`config.mk`:
```
export PLATFORM = sky130hd
export DESIGN_NAME = float32_multiplication
export DESIGN_NICKNAME = d
export VERILOG_FILES = /design/src/rtl/float32_pkg.sv /design/src/rtl/float32_unpack.sv /design/src/rtl/float32_multiplication.sv
export SDC_FILE = /design/constraint.sdc
export NUM_CORES = 2
export LEC_CHECK = 0
export BUFFER_PORTS_ARGS = -buffer_cell sky130_fd_sc_hd__buf_2
export CAP_MARGIN = 40
export CORE_AREA = 3 3 222 224
export CTS_CLUSTER_DIAMETER = 40
export DETAILED_ROUTE_END_ITERATION = 10
export DIE_AREA = 0 0 225 227
export GPL_TIMING_DRIVEN = 0
export MAX_ROUTING_LAYER = met4
export PLACE_DENSITY = 0.95
export SLEW_MARGIN = 20
export SYNTH_ARGS = -nofsm -noshare
export SYNTH_HDL_FRONTEND = slang
export SYNTH_SLANG_ARGS = --single-unit
```
`constraint.sdc`:
```
create_clock -name clk -period 22.8 [get_ports clk]
set_input_delay 3.42 -clock clk [delete_from_list [all_inputs] [get_ports clk]]
set_output_delay 3.42 -clock clk [all_outputs]
set_load 0.05 [all_outputs]
```
`src/rtl/float32_pkg.sv`:
```
// Shared types and constants for the binary32 multiplier datapath.
package float32_pkg;

    localparam int EXP_BIAS = 127;
    localparam int EXP_W    = 8;
    localparam int FRAC_W   = 23;

    localparam logic [31:0] QNAN    = 32'h7FC0_0000;
    localparam logic [31:0] POS_INF = 32'h7F80_0000;

    // Unpacked operand: significand MSB is always 1 for nonzero finite values.
    typedef struct packed {
        logic              sign;
        logic signed [9:0] exp;
        logic [23:0]       sig;
        logic              is_zero;
        logic              is_inf;
        logic              is_nan;
        logic              is_snan;
    } operand_t;

    typedef enum logic [1:0] {
        CLS_FINITE,
        CLS_NAN,
        CLS_INF,
        CLS_ZERO
    } class_t;

    function automatic logic [4:0] lzc24(input logic [23:0] v);
        lzc24 = 5'd24;
        for (int i = 0; i < 24; i++) begin
            if (v[i]) lzc24 = 5'(23 - i);
        end
    endfunction

endpackage

```
`src/rtl/float32_unpack.sv`:
```
// Field extraction, classification and subnormal normalization of one operand.
module float32_unpack
    import float32_pkg::*;
(
    input  logic [31:0] op,
    output operand_t    unp
);

    logic [EXP_W-1:0]  exp_field;
    logic [FRAC_W-1:0] frac;
    logic [23:0]       raw_sig;
    logic [4:0]        lz;

    assign exp_field = op[30:23];
    assign frac      = op[22:0];
    assign raw_sig   = {(exp_field != '0), frac};
    assign lz        = lzc24(raw_sig);

    always_comb begin
        unp         = '0;
        unp.sign    = op[31];
        unp.is_zero = (exp_field == '0) && (frac == '0);
        unp.is_inf  = (exp_field == 8'hFF) && (frac == '0);
        unp.is_nan  = (exp_field == 8'hFF) && (frac != '0);
        unp.is_snan = unp.is_nan && !frac[22];
        // Subnormals sit at effective exponent 1; pull the MSB up and pay for it in the exponent.
        if (exp_field == '0) begin
            unp.sig = raw_sig << lz;
            unp.exp = 10'sd1 - $signed({5'b0, lz});
        end else begin
            unp.sig = raw_sig;
            unp.exp = $signed({2'b0, exp_field});
        end
    end

endmodule

```
`src/rtl/float32_multiplication.sv`:
```
// Two-stage binary32 multiplier: unpack/classify, then multiply, round (RNE) and pack.
module float32_multiplication
    import float32_pkg::*;
(
    input  logic        clk,
    input  logic        rst_n,
    input  logic        in_valid,
    input  logic [31:0] a,
    input  logic [31:0] b,
    output logic        out_valid,
    output logic [31:0] result,
    output logic        flag_invalid,
    output logic        flag_overflow,
    output logic        flag_underflow,
    output logic        flag_inexact
);

    localparam int STAGES = 2;

    operand_t ua, ub;
    class_t   cls;
    logic     cls_invalid;

    logic [STAGES-1:0] vld_pipe;
    logic              s1_sign;
    logic signed [9:0] s1_exp_a, s1_exp_b;
    logic [23:0]       s1_sig_a, s1_sig_b;
    class_t            s1_cls;
    logic              s1_invalid;

    float32_unpack u_unpack_a (.op(a), .unp(ua));
    float32_unpack u_unpack_b (.op(b), .unp(ub));

    always_comb begin
        cls         = CLS_FINITE;
        cls_invalid = 1'b0;
        if (ua.is_nan || ub.is_nan) begin
            cls         = CLS_NAN;
            cls_invalid = ua.is_snan | ub.is_snan;
        end else if ((ua.is_inf && ub.is_zero) || (ua.is_zero && ub.is_inf)) begin
            cls         = CLS_NAN;
            cls_invalid = 1'b1;
        end else if (ua.is_inf || ub.is_inf) begin
            cls = CLS_INF;
        end else if (ua.is_zero || ub.is_zero) begin
            cls = CLS_ZERO;
        end
    end

    always_ff @(posedge clk or negedge rst_n) begin
        if (!rst_n) begin
            vld_pipe   <= '0;
            s1_sign    <= 1'b0;
            s1_exp_a   <= '0;
            s1_exp_b   <= '0;
            s1_sig_a   <= '0;
            s1_sig_b   <= '0;
            s1_cls     <= CLS_FINITE;
            s1_invalid <= 1'b0;
        end else begin
            vld_pipe <= {vld_pipe[STAGES-2:0], in_valid};
            if (in_valid) begin
                s1_sign    <= ua.sign ^ ub.sign;
                s1_exp_a   <= ua.exp;
                s1_exp_b   <= ub.exp;
                s1_sig_a   <= ua.sig;
                s1_sig_b   <= ub.sig;
                s1_cls     <= cls;
                s1_invalid <= cls_invalid;
            end
        end
    end

    logic [47:0]       prod, norm, shifted, lost_mask;
    logic signed [9:0] exp_n, exp_r;
    logic              tiny, g, r, s, inc;
    logic [5:0]        shamt;
    logic [23:0]       mant;
    logic [32:0]       packed_sum;
    logic [31:0]       res_n;
    logic              inv_n, ovf_n, unf_n, inx_n;

    always_comb begin
        prod  = {24'b0, s1_sig_a} * {24'b0, s1_sig_b};
        exp_n = s1_exp_a + s1_exp_b - 10'sd127;
        if (prod[47]) begin
            norm  = prod;
            exp_n = exp_n + 10'sd1;
        end else begin
            norm = prod << 1;
        end

        tiny  = (exp_n <= 10'sd0);
        shamt = 6'd0;
        if (tiny) shamt = (exp_n < -10'sd25) ? 6'd26 : 6'(10'sd1 - exp_n);
        shifted   = norm >> shamt;
        lost_mask = (48'd1 << shamt) - 48'd1;

        mant = shifted[47:24];
        g    = shifted[23];
        r    = shifted[22];
        s    = (|shifted[21:0]) | (|(norm & lost_mask));
        inc  = g & (r | s | mant[0]);

        // Rounding on {exponent, fraction} lets a mantissa carry bump the exponent,
        // including the subnormal-to-min-normal case.
        packed_sum = {(tiny ? 10'd0 : exp_n), mant[22:0]} + 33'(inc);
        exp_r      = $signed(packed_sum[32:23]);

        res_n = {s1_sign, packed_sum[30:0]};
        inv_n = 1'b0;
        ovf_n = 1'b0;
        inx_n = g | r | s;
        if (exp_r >= 10'sd255) begin
            res_n = {s1_sign, POS_INF[30:0]};
            ovf_n = 1'b1;
            inx_n = 1'b1;
        end
        unf_n = tiny & inx_n;

        case (s1_cls)
            CLS_NAN: begin
                res_n = QNAN;
                inv_n = s1_invalid;
                ovf_n = 1'b0;
                unf_n = 1'b0;
                inx_n = 1'b0;
            end
            CLS_INF, CLS_ZERO: begin
                res_n = (s1_cls == CLS_INF) ? {s1_sign, POS_INF[30:0]} : {s1_sign, 31'd0};
                ovf_n = 1'b0;
                unf_n = 1'b0;
                inx_n = 1'b0;
            end
            default: ;
        endcase
    end

    always_ff @(posedge clk or negedge rst_n) begin
        if (!rst_n) begin
            result         <= '0;
            flag_invalid   <= 1'b0;
            flag_overflow  <= 1'b0;
            flag_underflow <= 1'b0;
            flag_inexact   <= 1'b0;
        end else if (vld_pipe[0]) begin
            result         <= res_n;
            flag_invalid   <= inv_n;
            flag_overflow  <= ovf_n;
            flag_underflow <= unf_n;
            flag_inexact   <= inx_n;
        end
    end

    assign out_valid = vld_pipe[STAGES-1];

endmodule

```
; Word-level counts from Yosys, hierarchy flattened
; Index checks and enable logic that the tools add are counted.
[totals]
in_bits = 67
output_inout_bits = 37
register_bits = 110
elab_cells = 142
[classes]
n_reduce_logical = 28
bitwise = 10
mux = 70
shifts = 4
n_mul = 1
n_addsub = 8
eq_ne = 5
magnitude_cmp = 3
[op_table]
columns = operator, n
row1 = two-way mux 5 bit, 32
row2 = two-way mux 34 bit, 2
row3 = two-way mux 4 bit, 16
row4 = case mux 32 bit (2 select lines), 1
row5 = two-way mux 31 bit, 2
row6 = AND 48 bit, 1
row7 = multiplier 24 x 24 -> 48 bit, 1
row8 = two-way mux 48 bit, 1
row9 = OR reduction 48 bit, 1
row10 = << shifter 1 x 6 -> 48 bit (first input constant), 1
row11 = << shifter 24 x 5 -> 24 bit, 2
row12 = >> shifter 48 x 6 -> 47 bit, 1
row13 = subtractor 48 x 1 -> 48 bit (second input constant), 1
row14 = zero test 23 bit, 2
row15 = nonzero test 23 bit, 2
row16 = adder 33 x 1 -> 33 bit, 1
row17 = OR reduction 22 bit, 1
row18 = two-way mux 10 bit, 2
row19 = == test 8 bit (second input constant), 2
row20 = zero test 8 bit, 2
row21 = nonzero test 8 bit, 2
row22 = two-way mux 6 bit, 2
row23 = subtractor 1 x 5 -> 6 bit (first input constant), 2
row24 = adder 10 bit, 1
row25 = 18 further kinds, 48

; Longest topological paths before layout
[logic_depth]
ltp_word = 26
depth_mapped = 50
ltp_nobuf = 43

; By module
; Synthesis repeated with hierarchy kept, for this count alone.
[unflattened]
cells_unflattened = 4188
area_unflattened_um2 = 34311.7
[modules_own_cells]
columns = mod, cells_per_inst, n_inst, seq_area_each_um2, area_each_um2
row1 = float32_multiplication, 3652, 1, 2752.6, 30625.6
row2 = float32_unpack, 268, 2, 0.0, 1843.0

; Least setup slack after synthesis
; OpenSTA, ideal clock, no wires.
[synth_timing]
path_type = register -> register
start = reg s1_sig_b[3]
end = reg flag_underflow
path_slack_ns = 10.478
n_path_buf = 7
required_ns = 22.659
path_stages_with_launch = 51
synth_period_minus_slack_ns = 12.322
arrival_ns = 12.181
setup_time_ns = 0.141
path_cell_list = dfrtp_1 clkbuf_1 clkbuf_1 nand2_1 fa_1 inv_1 fa_1 inv_1 fa_1 inv_1 fa_1 inv_1 fa_1 inv_1 fa_1 inv_1 fa_1 inv_1 [... 15 more ...] mux2_4 nor4_4 o211ai_1 a21oi_1 clkbuf_1 nand2_1 ha_1 inv_1 a2bb2oi_1 o2111ai_1 a311o_1 a2111o_1 a2111oi_0 nand4_1 a2111oi_0 nand4_1 a211oi_1 o32ai_1
[synth_between]
elab_chain_cells = 18
elab_cells_between_ends = 26
classes_between = 3 x add/sub / 1 x mul / 3 x order compare / 2 x shift / 7 x mux / 8 x bitwise / 2 x reduce/logical
[synth_lines]
columns = element, line
row1 = start: declaration, float32_multiplication.sv:27  ; logic [23:0] s1_sig_a, s1_sig_b;
row2 = start signal: assignment, float32_multiplication.sv:67  ; s1_sig_b <= ub.sig;
row3 = multiplier 24 x 24 -> 48 bit (*), float32_multiplication.sv:84  ; prod = {24'b0, s1_sig_a} * {24'b0, s1_sig_b};
row4 = two-way mux 10 bit, float32_multiplication.sv:86  ; if (prod[47]) begin
row5 = less-than comparator 10 x 6 -> 1 bit / subtractor 2 x 6 -> 6 bit (equally long branches), float32_multiplication.sv:95  ; if (tiny) shamt = (exp_n < -10'sd25) ? 6'd26 : 6'(10'sd1 - exp_n);
row6 = two-way mux 6 bit (2 in a row), float32_multiplication.sv:95
row7 = << shifter 1 x 6 -> 48 bit, float32_multiplication.sv:97  ; lost_mask = (48'd1 << shamt) - 48'd1;
row8 = subtractor 48 x 1 -> 48 bit, float32_multiplication.sv:97
row9 = AND 48 bit, float32_multiplication.sv:102  ; s = (|shifted[21:0]) | (|(norm & lost_mask));
row10 = OR reduction 48 bit, float32_multiplication.sv:102
row11 = bitwise OR 1 bit, float32_multiplication.sv:102
row12 = bitwise OR 1 bit (2 in a row), float32_multiplication.sv:103  ; inc = g & (r | s | mant[0]);
row13 = AND 1 bit, float32_multiplication.sv:103
row14 = adder 33 x 1 -> 33 bit, float32_multiplication.sv:107  ; packed_sum = {(tiny ? 10'd0 : exp_n), mant[22:0]} + 33'(inc);
row15 = greater-or-equal comparator 10 x 9 -> 1 bit, float32_multiplication.sv:114  ; if (exp_r >= 10'sd255) begin
row16 = two-way mux 1 bit, float32_multiplication.sv:114
row17 = AND 1 bit (*), float32_multiplication.sv:119  ; unf_n = tiny & inx_n;
row18 = two-way mux 1 bit (*), float32_multiplication.sv:121  ; case (s1_cls)
row19 = end signal: assignment, float32_multiplication.sv:150  ; flag_underflow <= unf_n;
row20 = end: declaration, float32_multiplication.sv:14  ; output logic flag_underflow,
; Mark *: on every way between the ends. The rest lies on a longest branch, timed or not.
; A chain may end at the register's enable or synchronous reset.

; Final worst setup path
; Same ends and word-level chain as after synthesis.

==> results <==
- Once the clock tree was built, the resizer swapped 0 gates to a different size.
- For this run, global-route usage on met3 was measured as a little under a quarter.
- Tracing the worst setup path back leads to its startpoint at s1_sig_b[3]$_DFFE_PN0P_.
- The hold-fix buffer count after cts is 0.
- Of the total synthesized cell area, the portion taken by full adders, half adders and majority gates is between 30% and 40%.
- In this run the worst hold path is classified as reg2reg.
- The critical path's slowest cell is a221oi_1.
- The setup check on the worst reg-to-reg path leaves a slack of between 5 and 6 ns.
- The path with the worst hold slack has its endpoint at vld_pipe[1]$_DFF_PN0_.
- The clock period minus worst slack is between 15 and 20 ns.
- The via density per instance is between 7 and 8.
- Summing the areas of all and, or, nand and nor instances in the mapped netlist gives about a fifth of the synthesized area.
- The floorplan core area is 47500 um^2.
- The synthesized netlist devotes around 2.7% of its cell area to XOR and XNOR gates.
- The number of DRC violations after detailed routing is 0.
- Summed over all nets, the half-perimeter wirelength after detailed placement is between 100000 and 150000 um.
- The startpoint class of the critical path is a register.
- The total grt overflow is 0.
- The leading cell type in the layout, fill and taps excluded is inv_1.
- The routing usage on met1 is 66.0%.
- Yosys printed 0 warnings.
- The number of cells on the worst reg-to-reg path is 48.
- The area of the die is ~50000 um^2.
- The compound-cell area share of the yosys netlist is about 17%.
- For this run, the post-layout net count is 5065.
- around 100 I/O pins were placed.
- The number of slew-limit violations in the final report is 0.
- The tightest hold path in the finished design has a slack of between 0.3 and 0.4 ns.
- The number of buffers inserted during clock tree synthesis is 9.
- The synthesized design contains around 110 register bits.
- The run finished with clean final reports.
- In this run the tightest slew margin relative to its limit is 21.3%.
- Clock tree synthesis found a total of 108 sinks.
- At the worst endpoint, the required time is between 20 and 25 ns.
- The number of nets in the synthesized netlist is about 4900.
- The number of global-route vias before repair is roughly 35000.
- Wires add up to about 140000 um.
- At the pin with the least slew margin, the transition time is approximately 1.2 ns.
- The utilization after layout is around 75%.
- Counting stages on the worst path, the most repeated cell is fa_1.
- The antenna violation net count after detailed routing is 0.
- In this run the number of H-tree levels came out at 3.
- The capture point of the worst reg-to-reg path is flag_underflow$_DFFE_PN0P_.
- The number of setup buffers added after CTS is 0.
- The origin of the worst min-delay path is vld_pipe[0]$_DFF_PN0_.
- The count of final hold-check violations is 0.
- The cell at the root of the clock tree is clkbuf_16.
- Clock skew on the completed layout was measured at 0.0210 ns.
- Global routing consumed, over all layers together, approximately 54% of the routing resources.
- The total of max-cap violations is 0.
- The later-pin clock latency in the skew report is 0.38 ns.
- TritonCTS built the clock tree.
- The worst-path maximum fanout is 10.
- The setup violation total in the final timing report is 0.
- The layer carrying the most global-route usage is met2.
- The critical path is of the reg2reg type.
- Counting flops with a built-in enable in the synthesized netlist gives 0.
- The sequential element share of the synthesized area is 8.08%.
- The routed layout has ~35000 vias.
- For the worst setup path, the data arrival time is roughly 18 ns.
- Setup repair after global routing left no endpoint under its margin.
- The layout overhead on the synthesized area is 5.96%.
- The number of detailed-routing iterations run before antenna repair is 9.
- The stage delay of the slowest cell on the critical path is roughly 0.8 ns.
- The count of input and output buffers is just over 100.
- The cell count after synthesis is about 4200.
- The predominant post-synthesis flop cell is dfrtp_1.
- The worst hold path passes through 0 cells.
- For this configuration, the core starts out at a cell density of between 70% and 80%.
- The clock-pin slew on the worst setup and hold paths is around 0.08 ns.
- The detailed router's first-iteration violation count is approximately 5500.
- The post-detailed-route wirelength per cell is approximately 27 um.
- The fmax is between 0.05 and 0.06 GHz.
- In this run the critical register-to-register path is launched from s1_sig_b[3]$_DFFE_PN0P_.
- The floorplan has 80 rows.
- The part of the cycle the worst path needs is 76.8%.
- The mean instance size in the synthesized netlist is between 8 and 9 um^2.
- The number of antenna violations at the first check in global routing is 13.
- The total negative slack for setup checks is 0 ns.
- The proportion of layout cells with a drive suffix above 1 is 6.25%.
- At the end of routability-driven placement, the weighted congestion stood at ~1.2.
- The met2 track utilization from global routing is 74.4%.
- The die is roughly 230 um wide.
- The wire length of the first global-routing pass is between 200000 and 250000 um.
- No sink is reached through more buffers than the 2 on the longest clock path.
- The die is roughly 230 um tall.
- The share of flip-flops with an asynchronous set or reset is 100%.
- The post-synthesis instance area is between 30000 and 40000 um^2.
- The pin count of the biggest net entering global routing is slightly above 80.
- The largest family of logic cells by synthesized area is adder cells.
- The distinct cell type count of the synthesized netlist is ~110.
- The top cell types in the final layout, fill and taps aside, are inv_1, nand2_1, fa_1.
- The worst setup path is captured at a register.
- The mux contribution to synthesized area is roughly 5.5%.
[metrics by stage]
step	std cells	setup slack, ns	area [um^2]
4_1_cts	4912	6.21	35200
6_report	4960	5.28	35500
2_1_floorplan	4166	10.48	33500
3_5_place_dp	4897	6.28	34900
3_3_place_gp	4883	5.74	34700
5_1_grt	4952	5.18	35400
[layer usage]
metal  vias to the layer above  share of wire, %
li1                      14300                 -
met1                     16500                34
met2                      3370                40
met3                       960                18
met4                         0               8.1
met5                         -                 0
[cell families (layout without fill, tap and decap cells)]
kind of cell,count (synthesis),in the layout
other,0,27
adder cells (fa/ha/maj),684,684
XOR/XNOR,100,100
AND/OR/NAND/NOR,1435,1435
flip-flops,108,108
AO/OA/AOI/OAI,819,819
buffers and inverters,849,1001
multiplexers,171,171
[worst max-delay path by stage]
| stage | depth (start not counted) | slack [ns] | endpoint |
|---|---|---|---|
| floorplan | 50 | 10.48 | flag_underflow$_DFFE_PN0P_ |
| global placement | 50 | 5.74 | flag_underflow$_DFFE_PN0P_ |
| detailed placement | 48 | 6.28 | flag_underflow$_DFFE_PN0P_ |
| CTS | 48 | 6.21 | flag_underflow$_DFFE_PN0P_ |
| global route | 49 | 5.18 | flag_underflow$_DFFE_PN0P_ |
| finish | 48 | 5.28 | flag_underflow$_DFFE_PN0P_ |
[registers in the layout (all words and copies together) (netlist names), 2 cells and up]
signal / cells
vld_pipe: 2
s1_sig_a: 24
s1_exp_b: 9
s1_sig_b: 24
result: 32
s1_cls: 2
s1_exp_a: 9
[cells in the mapped netlist, drive strengths merged (26+ instances only)]
cell       n  area share [%]
a31oi     28            0.52
mux2i    142             4.2
a211oi    42            0.99
nand2    557             6.2
o21ai    166             2.5
ha       201             7.5
a21o      31            0.70
xor2      39             1.0
o2bb2ai   26            0.68
clkbuf   200             2.2
and2     282             5.3
xnor2     60             1.6
nor2     239             2.7
nand4     36            0.71
a21oi    194             2.9
nor3      85             1.3
fa       483              29
o211ai    40            0.91
nand3     71             1.1
dfrtp    108             8.1
nor4      45             1.1
buf       50            0.79
inv      598             6.7
o22ai     30            0.56
[cell type report]
cell class,count,area [um^2]
fill,3457,12100
multi-input combinational,3209,27500
clock buffer,9,225
inverter,599,2250
clock inverter,6,81.3
buffer,250,1010
antenna,27,67.6
sequential,108,2700
tap,615,769
timing repair buffer,137,845
[worst max-delay path: cells and delay by family (launching register included)]
kind	cells	cell delay [ns]
and+or+nand+nor	9	2.32
xor gates and xnor gates	1	0.48
muxes	1	0.30
adders and majority gates	10	5.00
buffers and inverters	13	4.08
AOI/OAI and AO/OA	14	4.80
DFF	1	0.34
Power is not shown: default switching activity piles up to over one toggle a cycle in this logic, so the estimate is an artifact.
